==> config.mk <==
export PLATFORM = sky130hd
export DESIGN_NAME = multicycle_ctrl_flat
export DESIGN_NICKNAME = d
export VERILOG_FILES = /design/src/rtl/multicycle_ctrl_pkg.sv /design/src/rtl/multicycle_ctrl_if.sv /design/src/rtl/multicycle_ctrl_opclass.sv /design/src/rtl/multicycle_ctrl.sv /design/src/flat_wrapper.sv
export SDC_FILE = /design/constraint.sdc
export NUM_CORES = 1
export LEC_CHECK = 0
export CORE_MARGIN = 5
export CORE_UTILIZATION = 38
export CTS_BUF_LIST = sky130_fd_sc_hd__clkbuf_16
export CTS_CLUSTER_SIZE = 28
export DETAILED_ROUTE_END_ITERATION = 7
export PLACE_DENSITY_LB_ADDON = 0.08
export RECOVER_POWER = 100
export REMOVE_ABC_BUFFERS = 1
export SLEW_MARGIN = 10
export SYNTH_ARGS = -nofsm -noshare
export SYNTH_HDL_FRONTEND = slang
export SYNTH_SLANG_ARGS = --single-unit
==> constraint.sdc <==
create_clock -name clk -period 1.51 [get_ports clk]
set_input_delay 0.2265 -clock clk [delete_from_list [all_inputs] [get_ports clk]]
set_output_delay 0.2265 -clock clk [all_outputs]
set_load 0.1 [all_outputs]
==> src/rtl/multicycle_ctrl_pkg.sv <==
// Shared types and encodings for the LEGv8 multi-cycle controller (package mc_pkg).
// Holds the state enum, opcode constants, ALU select encodings and the opcode class record.
package mc_pkg;

   typedef enum logic [3:0] {
      S_FETCH,
      S_DECODE,
      S_ADDR,
      S_MEMRD,
      S_WBLD,
      S_MEMWR,
      S_EXEC,
      S_WBR,
      S_BRANCH
   } state_t;

   localparam logic [10:0] OP_LDUR = 11'h7C2;
   localparam logic [10:0] OP_STUR = 11'h7C0;
   // CBZ owns the whole 0x5A0..0x5A7 block; the low three bits carry part of the immediate.
   localparam logic [10:0] OP_CBZ  = 11'h5A0;
   localparam logic [10:0] OP_ADD  = 11'h458;
   localparam logic [10:0] OP_SUB  = 11'h658;
   localparam logic [10:0] OP_AND  = 11'h450;
   localparam logic [10:0] OP_ORR  = 11'h550;

   localparam logic [1:0] ALUOP_ADD   = 2'b00;
   localparam logic [1:0] ALUOP_PASSB = 2'b01;
   localparam logic [1:0] ALUOP_FUNCT = 2'b10;

   localparam logic [1:0] SRCB_REG    = 2'b00;
   localparam logic [1:0] SRCB_FOUR   = 2'b01;
   localparam logic [1:0] SRCB_IMM    = 2'b10;
   localparam logic [1:0] SRCB_IMM_SH = 2'b11;

   typedef struct packed {
      logic is_ld;
      logic is_st;
      logic is_cbz;
      logic is_r;
      logic is_ill;
   } opclass_t;

endpackage

==> src/rtl/multicycle_ctrl_if.sv <==
// Shared instruction/data memory handshake between the controller and the memory.
interface multicycle_ctrl_if;
   logic mem_req;
   logic mem_ready;
   logic IorD;
   logic MemRead;
   logic MemWrite;

   modport master (output mem_req, output IorD, output MemRead, output MemWrite,
                   input mem_ready);
   modport slave  (input mem_req, input IorD, input MemRead, input MemWrite,
                   output mem_ready);
endinterface

==> src/rtl/multicycle_ctrl_opclass.sv <==
// Combinational opcode classifier; anything not recognised, including unknown bits, is illegal.
module mc_opclass
   import mc_pkg::*;
#(
   parameter int OP_W = 11
) (
   input  logic [OP_W-1:0] op,
   output opclass_t        cls
);

   always_comb begin
      cls = '0;
      casez (op)
         OP_LDUR:                          cls.is_ld  = 1'b1;
         OP_STUR:                          cls.is_st  = 1'b1;
         11'b101_1010_0???:                cls.is_cbz = 1'b1;
         OP_ADD, OP_SUB, OP_AND, OP_ORR:   cls.is_r   = 1'b1;
         default:                          cls.is_ill = 1'b1;
      endcase
   end

endmodule

==> src/rtl/multicycle_ctrl.sv <==
// LEGv8 multi-cycle sequencer: steps each instruction through fetch/decode/exec/mem/writeback.
// Optional MCCTRL_PERF_EN adds free-running cycle and retired-instruction counters.
//
// state    | meaning
// S_FETCH  | read instruction at PC, PC+4; leave on mem_ready
// S_DECODE | classify opcode, precompute branch target
// S_ADDR   | compute load/store address
// S_MEMRD  | data read at ALUOut, wait mem_ready
// S_WBLD   | write MDR into register file
// S_MEMWR  | data write at ALUOut, wait mem_ready
// S_EXEC   | R-type ALU operation
// S_WBR    | write ALU result into register file
// S_BRANCH | zero test, conditional PC update
module multicycle_ctrl
   import mc_pkg::*;
#(
   parameter int OP_W = 11
`ifdef MCCTRL_PERF_EN
   ,
   parameter int PERF_W = 32
`endif
) (
   input  logic              clk,
   input  logic              reset,
   input  logic [OP_W-1:0]   Op,
   input  logic              zero,
   multicycle_ctrl_if.master mem,
   output logic              IRWrite,
   output logic              PCWrite,
   output logic              PCWriteCond,
   output logic              Reg2Loc,
   output logic              ALUSrcA,
   output logic [1:0]        ALUSrcB,
   output logic [1:0]        ALUOp,
   output logic              MemtoReg,
   output logic              RegWrite,
   output logic              illegal
`ifdef MCCTRL_PERF_EN
   ,
   output logic [PERF_W-1:0] cycle_cnt,
   output logic [PERF_W-1:0] instr_cnt
`endif
);

   state_t   state;
   state_t   state_nxt;
   opclass_t cls;

   logic mem_req;
   logic iord;
   logic mem_read;
   logic mem_write;

   // The zero flag is consumed by the datapath's PCWriteCond gate, not by sequencing.
   logic unused_zero;
   assign unused_zero = zero;

   mc_opclass #(.OP_W(OP_W)) u_opclass (
      .op  (Op),
      .cls (cls)
   );

   always_ff @(posedge clk or negedge reset) begin
      if (!reset) state <= S_FETCH;
      else        state <= state_nxt;
   end

   always_comb begin
      state_nxt   = state;
      mem_req     = 1'b0;
      iord        = 1'b0;
      mem_read    = 1'b0;
      mem_write   = 1'b0;
      IRWrite     = 1'b0;
      PCWrite     = 1'b0;
      PCWriteCond = 1'b0;
      Reg2Loc     = 1'b0;
      ALUSrcA     = 1'b0;
      ALUSrcB     = SRCB_REG;
      ALUOp       = ALUOP_ADD;
      MemtoReg    = 1'b0;
      RegWrite    = 1'b0;
      illegal     = 1'b0;

      // Outputs are held quiet while reset is asserted so an in-flight access drops at once.
      if (reset) begin
         case (state)
            S_FETCH: begin
               mem_req  = 1'b1;
               mem_read = 1'b1;
               ALUSrcB  = SRCB_FOUR;
               if (mem.mem_ready) begin
                  IRWrite   = 1'b1;
                  PCWrite   = 1'b1;
                  state_nxt = S_DECODE;
               end
            end
            S_DECODE: begin
               ALUSrcB = SRCB_IMM_SH;
               Reg2Loc = cls.is_st | cls.is_cbz;
               if (cls.is_ld || cls.is_st) state_nxt = S_ADDR;
               else if (cls.is_r)          state_nxt = S_EXEC;
               else if (cls.is_cbz)        state_nxt = S_BRANCH;
               else begin
                  illegal   = 1'b1;
                  state_nxt = S_FETCH;
               end
            end
            S_ADDR: begin
               ALUSrcA = 1'b1;
               ALUSrcB = SRCB_IMM;
               if (cls.is_ld)      state_nxt = S_MEMRD;
               else if (cls.is_st) state_nxt = S_MEMWR;
               else                state_nxt = S_FETCH;
            end
            S_MEMRD: begin
               mem_req  = 1'b1;
               mem_read = 1'b1;
               iord     = 1'b1;
               if (mem.mem_ready) state_nxt = S_WBLD;
            end
            S_WBLD: begin
               RegWrite  = 1'b1;
               MemtoReg  = 1'b1;
               state_nxt = S_FETCH;
            end
            S_MEMWR: begin
               mem_req   = 1'b1;
               mem_write = 1'b1;
               iord      = 1'b1;
               Reg2Loc   = 1'b1;
               if (mem.mem_ready) state_nxt = S_FETCH;
            end
            S_EXEC: begin
               ALUSrcA   = 1'b1;
               ALUSrcB   = SRCB_REG;
               ALUOp     = ALUOP_FUNCT;
               state_nxt = S_WBR;
            end
            S_WBR: begin
               RegWrite  = 1'b1;
               state_nxt = S_FETCH;
            end
            S_BRANCH: begin
               Reg2Loc     = 1'b1;
               ALUSrcA     = 1'b1;
               ALUSrcB     = SRCB_REG;
               ALUOp       = ALUOP_PASSB;
               PCWriteCond = 1'b1;
               state_nxt   = S_FETCH;
            end
            default: state_nxt = S_FETCH;
         endcase
      end
   end

   assign mem.mem_req  = mem_req;
   assign mem.IorD     = iord;
   assign mem.MemRead  = mem_read;
   assign mem.MemWrite = mem_write;

`ifdef MCCTRL_PERF_EN
   logic retire;

   // Illegal opcodes return to fetch from decode and are deliberately not counted.
   assign retire = (state_nxt == S_FETCH) &&
                   ((state == S_WBLD) || (state == S_MEMWR) ||
                    (state == S_WBR)  || (state == S_BRANCH));

   always_ff @(posedge clk or negedge reset) begin
      if (!reset) begin
         cycle_cnt <= '0;
         instr_cnt <= '0;
      end else begin
         cycle_cnt <= cycle_cnt + 1'b1;
         if (retire) instr_cnt <= instr_cnt + 1'b1;
      end
   end
`endif

endmodule

==> src/flat_wrapper.sv <==
// flat-port wrapper written by rule: the top's interface ports become plain ports
module multicycle_ctrl_flat import mc_pkg::*;
#(
   parameter int OP_W = 11

)
  (clk, reset, Op, zero, IRWrite, PCWrite, PCWriteCond, Reg2Loc, ALUSrcA, ALUSrcB, ALUOp, MemtoReg, RegWrite, illegal, mem_mem_req, mem_IorD, mem_MemRead, mem_MemWrite, mem_mem_ready);
  multicycle_ctrl_if mem_i ();
  input  logic clk;
  input  logic reset;
  input  logic [OP_W-1:0] Op;
  input  logic zero;
  output logic IRWrite;
  output logic PCWrite;
  output logic PCWriteCond;
  output logic Reg2Loc;
  output logic ALUSrcA;
  output logic [1:0] ALUSrcB;
  output logic [1:0] ALUOp;
  output logic MemtoReg;
  output logic RegWrite;
  output logic illegal;
  output wire logic [$bits(mem_i.mem_req)-1:0] mem_mem_req;
  output wire logic [$bits(mem_i.IorD)-1:0] mem_IorD;
  output wire logic [$bits(mem_i.MemRead)-1:0] mem_MemRead;
  output wire logic [$bits(mem_i.MemWrite)-1:0] mem_MemWrite;
  input wire logic [$bits(mem_i.mem_ready)-1:0] mem_mem_ready;
  assign mem_mem_req = mem_i.mem_req;
  assign mem_IorD = mem_i.IorD;
  assign mem_MemRead = mem_i.MemRead;
  assign mem_MemWrite = mem_i.MemWrite;
  assign mem_i.mem_ready = mem_mem_ready;
  multicycle_ctrl #(.OP_W(OP_W)) u_core (.clk(clk), .reset(reset), .Op(Op), .zero(zero), .mem(mem_i), .IRWrite(IRWrite), .PCWrite(PCWrite), .PCWriteCond(PCWriteCond), .Reg2Loc(Reg2Loc), .ALUSrcA(ALUSrcA), .ALUSrcB(ALUSrcB), .ALUOp(ALUOp), .MemtoReg(MemtoReg), .RegWrite(RegWrite), .illegal(illegal));
endmodule
==> flow_summary_export.csv, run 1 <==
group,metric,value,unit
placed_design,dp_slack,-0.483,ns
yosys,synth_seq_cells,4,
status,stop_error,"[ERROR DPL-0038] Utilization greater than 100%, impossible to legalize",
floorplan,pin_count,31,
clock_tree,clock_sinks,4,
placed_design,gp_congestion,0.828,
yosys,syn_area,599,sq um
yosys,synth.distinct_cells,40,
floorplan,start_util,0.398,
clock_tree,clock_path_buffers,2,
status,status,"did not finish",
yosys,syn_inst,72,
clock_tree,postCtsSetupBuffers,10,
yosys,syn_avg_cell_area,8.32,sq um
clock_tree,numCtsBuffers,3,
yosys,yosysWarnings,0,
placed_design,hpwlAfterDp,1.71,mm
floorplan,dieWidth,49.7,um
placed_design,place_area,1230,sq um
floorplan,die_h,49.7,um
floorplan,rows,14,
placed_design,place_inst,137,
placed_design,numPortBuffers,29,
status,haltStage,"clock tree synthesis (4_1_cts)",
clock_tree,cts_hold_buf,0,
clock_tree,root_buffer,"clkbuf_16",
yosys,ys_seq_area_frac,0.167,
clock_tree,h-tree-depth,1,
clock_tree,cts_resized,48,
kinds of logic after synthesis:
group | share of synthesized area
buffers and inverters | 0.0877
muxes | 0.0501
xor gates and xnor gates | 0.0564
and+or+nand+nor | 0.447
DFF | 0.167
AOI/OAI and AO/OA | 0.192
synth_stat cells (all sizes together):
master / count / area, sq um
o21ai: 2 / 10.0
o31ai: 1 / 12.5
o22a: 1 / 8.76
nor3b: 1 / 7.51
nor2: 10 / 37.5
a21o: 1 / 7.51
nand2: 4 / 15.0
nand4b: 1 / 8.76
nand3: 1 / 5.00
inv: 2 / 7.50
a22o: 1 / 8.76
a311oi: 1 / 8.76
dfrtp: 4 / 100
and4: 3 / 28.8
a221o: 1 / 10.0
xor2: 3 / 33.8
buf: 6 / 45.0
nor4b: 2 / 47.6
and2b: 1 / 7.51
a2bb2oi: 1 / 8.76
a31oi: 1 / 6.26
nand4bb: 1 / 11.3
nand4: 1 / 6.26
nor4: 1 / 6.26
nand2b: 3 / 18.8
a21oi: 3 / 18.8
or3: 1 / 6.26
nor2b: 1 / 6.26
o221ai: 1 / 15.0
mux2i: 3 / 30.0
nor3: 6 / 30.0
and4bb: 1 / 12.5
and3: 2 / 12.5
stage by stage:
step	hold WS, ns	setup TNS (ns)
3_3_place_gp	0.599	-4.37
3_5_place_dp	0.594	-4.63
2_1_floorplan	-0.0691	-18.84
==> run 2: changes to the inputs <==
--- a/config.mk
+++ b/config.mk
@@ -5,12 +5,10 @@
 export SDC_FILE = /design/constraint.sdc
 export NUM_CORES = 1
 export LEC_CHECK = 0
-export CORE_MARGIN = 5
-export CORE_UTILIZATION = 38
-export CTS_BUF_LIST = sky130_fd_sc_hd__clkbuf_16
-export CTS_CLUSTER_SIZE = 28
+export CORE_AREA = 5 5 66 68
 export DETAILED_ROUTE_END_ITERATION = 7
-export PLACE_DENSITY_LB_ADDON = 0.08
+export DIE_AREA = 0 0 71 73
+export PLACE_DENSITY_LB_ADDON = 0.15
 export RECOVER_POWER = 100
 export REMOVE_ABC_BUFFERS = 1
 export SLEW_MARGIN = 10
==> run 2 against run 1 <==
Effect of this change: area after synthesis stayed put; the flow now finishes, with violations (negative setup slack); synthesized cell count stayed put.
==> flow_summary_export.csv, run 2 <==
group,metric,value,unit
status,status,"finished with violations",
status,violations,"negative setup slack",
min_path,min_path_type,"input pin to asynchronous set/reset pin",
clock_tree,numCtsBuffers,3,
route,vias_per_cell,4.20,
timing,finalHoldViolCount,0,
clock_tree,clock_path_buffers,2,
floorplan,die_area,5180,sq um
finish,drive_gt1_frac,0.690,
finish,num-fill-cells,388,
finish,largest_reg_flops,4,
timing,worstMarginPinSlew,0.259,ns
clock_tree,cts_tree,"done",
floorplan,pin_count,31,
grt,grt_usage,0.0987,
worst_setup_path,end_kind,"output pin",
clock_tree,clock_sinks,4,
grt,grt_max_degree,11,
worst_setup_path,crit_fanout,3,
timing,slew_viol_final,0,
yosys,yosysMostFrequentCell,"nor2_1",
finish,nNetsFinal,162,
finish,layout_common_cells,"35 x buf_4, 17 x buf_12, 9 x buf_6, 8 x dlygate4sd2_1, 5 x nor2_1",
finish,final_cells,195,
grt,grt_overflow,0,
timing,period_minus_slack,1.78,ns
yosys,post_synth_main_area_contributors,"dfrtp_1 17%, nor4b_4 7.9%, nor2_1 6.3%, mux2i_1 5.0%, nor3_1 5.0%",
clock_tree,clkLatencyLatePin,0.22,ns
yosys,async_reset_ff_frac,1.00,
flow_run,maxCapViolations,0,
yosys,syn_inst,72,
floorplan,start_util,0.158,
finish,reg_top3,"u_core.state: 4 flops",
yosys,ys_seq_area_frac,0.167,
timing,fin_crit_sh,1.18,
finish,syn2layout_area_growth,178,%
placed_design,place_inst,181,
pwr,p_total,1580,uW
yosys,netlist.top_cell.by_area,"dfrtp_1",
yosys,synth_ff_type,"dfrtp_1",
placed_design,numPortBuffers,29,
yosys,synth_commonest_cells,"10 x nor2_1, 6 x nor3_1, 4 x dfrtp_1, 4 x nand2_1",
yosys,synth_top_cell_area_share,0.167,
floorplan,coreArea,3800,sq um
yosys,syn_avg_cell_area,8.32,sq um
grt,grt_pass1_wl,4.13,mm
worst_setup_path,arrival,1.55,ns
route,ant_nets,0,
finish,finish.utilization,0.439,
timing,grt_setup_unrepaired,"true",
clock_tree,clk_pin_slew,0.03,ns
worst_setup_path,crit_path_start,"u_core.state[0]$_DFFE_PN0P_",
placed_design,hpwlAfterDp,1.84,mm
finish,top_register,"u_core.state",
route,drt-wirelength-per-cell,12.6,um
timing,fin_ws,-0.266,ns
yosys,synth_seq_cells,4,
grt,grt_antenna_before_repair,0,
worst_setup_path,crit_type,"flip-flop to output pin",
finish,diodes,0,
worst_setup_path,rr_startpoint,"u_core.state[1]$_DFFE_PN0P_",
pwr,irDropWorstVdd,0.000352,V
worst_setup_path,required,1.28,ns
pwr,p_leak,0.000744,uW
route,vias,819,
worst_setup_path,start_kind,"flip-flop",
floorplan,dieWidth,71,um
route,drt_pre_antenna_iters,4,
yosys,synth.distinct_cells,40,
pwr,p_per_area,944,nW/um^2
route,drc,0,
timing,maxSlewHeadroom,0.826,
clock_tree,root_buffer,"clkbuf_8",
yosys,syn_area,599,sq um
clock_tree,h-tree-depth,1,
grt,grt_pass1_vias,885,
floorplan,die_h,73,um
placed_design,place_area,1340,sq um
route,drt-total-wl,2.46,mm
timing,setup_violations,20,
route,drt_iter0_markers,27,
yosys,yosysWarnings,0,
yosys,synth-edff-count,0,
placed_design,gp_congestion,0.819,
floorplan,rows,23,
timing,clock_skew,0.00267,ns
timing,fmaxAchievable,563,MHz
finish,layout_commonest_cell,"buf_4",
finish,stdcell_area,1670,sq um
[run 2: cell counts after synthesis]
Identical to the previous run, type by type.
[run 2: cells by family after synthesis]
family,share of synthesized area
AOI/OAI and AO/OA,0.192
xor gates and xnor gates,0.0564
buffers and inverters,0.0877
DFF,0.167
muxes,0.0501
and+or+nand+nor,0.447
[run 2: path summary, 6_finish.rpt]
kind | to | slack [ns] | cells past startpoint
worst max-delay path | Reg2Loc | -0.27 | 5
worst min-delay path | u_core.state[2]$_DFFE_PN0P_ | 0.11 | 2
worst max register to register | u_core.state[2]$_DFFE_PN0P_ | -0.11 | 7
worst min register to register | u_core.state[2]$_DFFE_PN0P_ | 0.73 | 2
max in group asynchronous | u_core.state[0]$_DFFE_PN0P_ | 0.90 | 2
min in group clk | u_core.state[3]$_DFFE_PN0P_ | 0.57 | 5
[run 2: what timing repair did]
item,CTS,global route
endpoints found under the hold margin,1,0
setup buffers,4,9
setup endpoints to repair,20,20
pin swaps,24,11
hold buffers,1,0
gates resized for setup,49,11
[run 2: final cells by class]
class / count / area [sq um] / share of cell area
repair buffers: 76 / 838 / 0.503
multi-input cells: 60 / 618 / 0.371
flip-flops and latches: 4 / 100 / 0.0600
well taps: 50 / 62.6 / 0.0375
clock buffers: 3 / 41.3 / 0.0248
inverters: 2 / 7.51 / 0.00450
[run 2: routing by layer]
metal / vias up / GRT usage / wire [um]
li1: 424 / - / -
met1: 384 / 0.121 / 1050
met2: 11 / 0.176 / 1340
met3: 0 / 0.0303 / 58
met4: 0 / 0.0104 / 0
met5: - / 0 / 0
[run 2: critical path: stages (launching register included)]
cell	delay, ns
dfrtp_1	0.39
nor2_2	0.07
and4_4	0.17
or3_1	0.31
o22a_1	0.21
buf_12	0.18
[run 2: power by group]
part,switching [uW],internal (uW),leakage (uW)
sequential,16.4,122,0.0000540
combinational,653,556,0.000669
clock,58.5,170,0.0000216
[run 2: per-stage QoR]
| step | setup slack [ns] | TNS, ns | hold WS (ns) |
|---|---|---|---|
| after floorplan | -3.50 | -18.84 | -0.0691 |
| after global placement | -0.456 | -6.46 | 0.434 |
| after detailed placement | -0.463 | -6.10 | 0.426 |
| after CTS | -0.287 | -2.44 | 0.0977 |
| after global routing | -0.302 | -3.69 | 0.150 |
| final | -0.266 | -2.56 | 0.109 |
(Power assumes the default switching activity.)
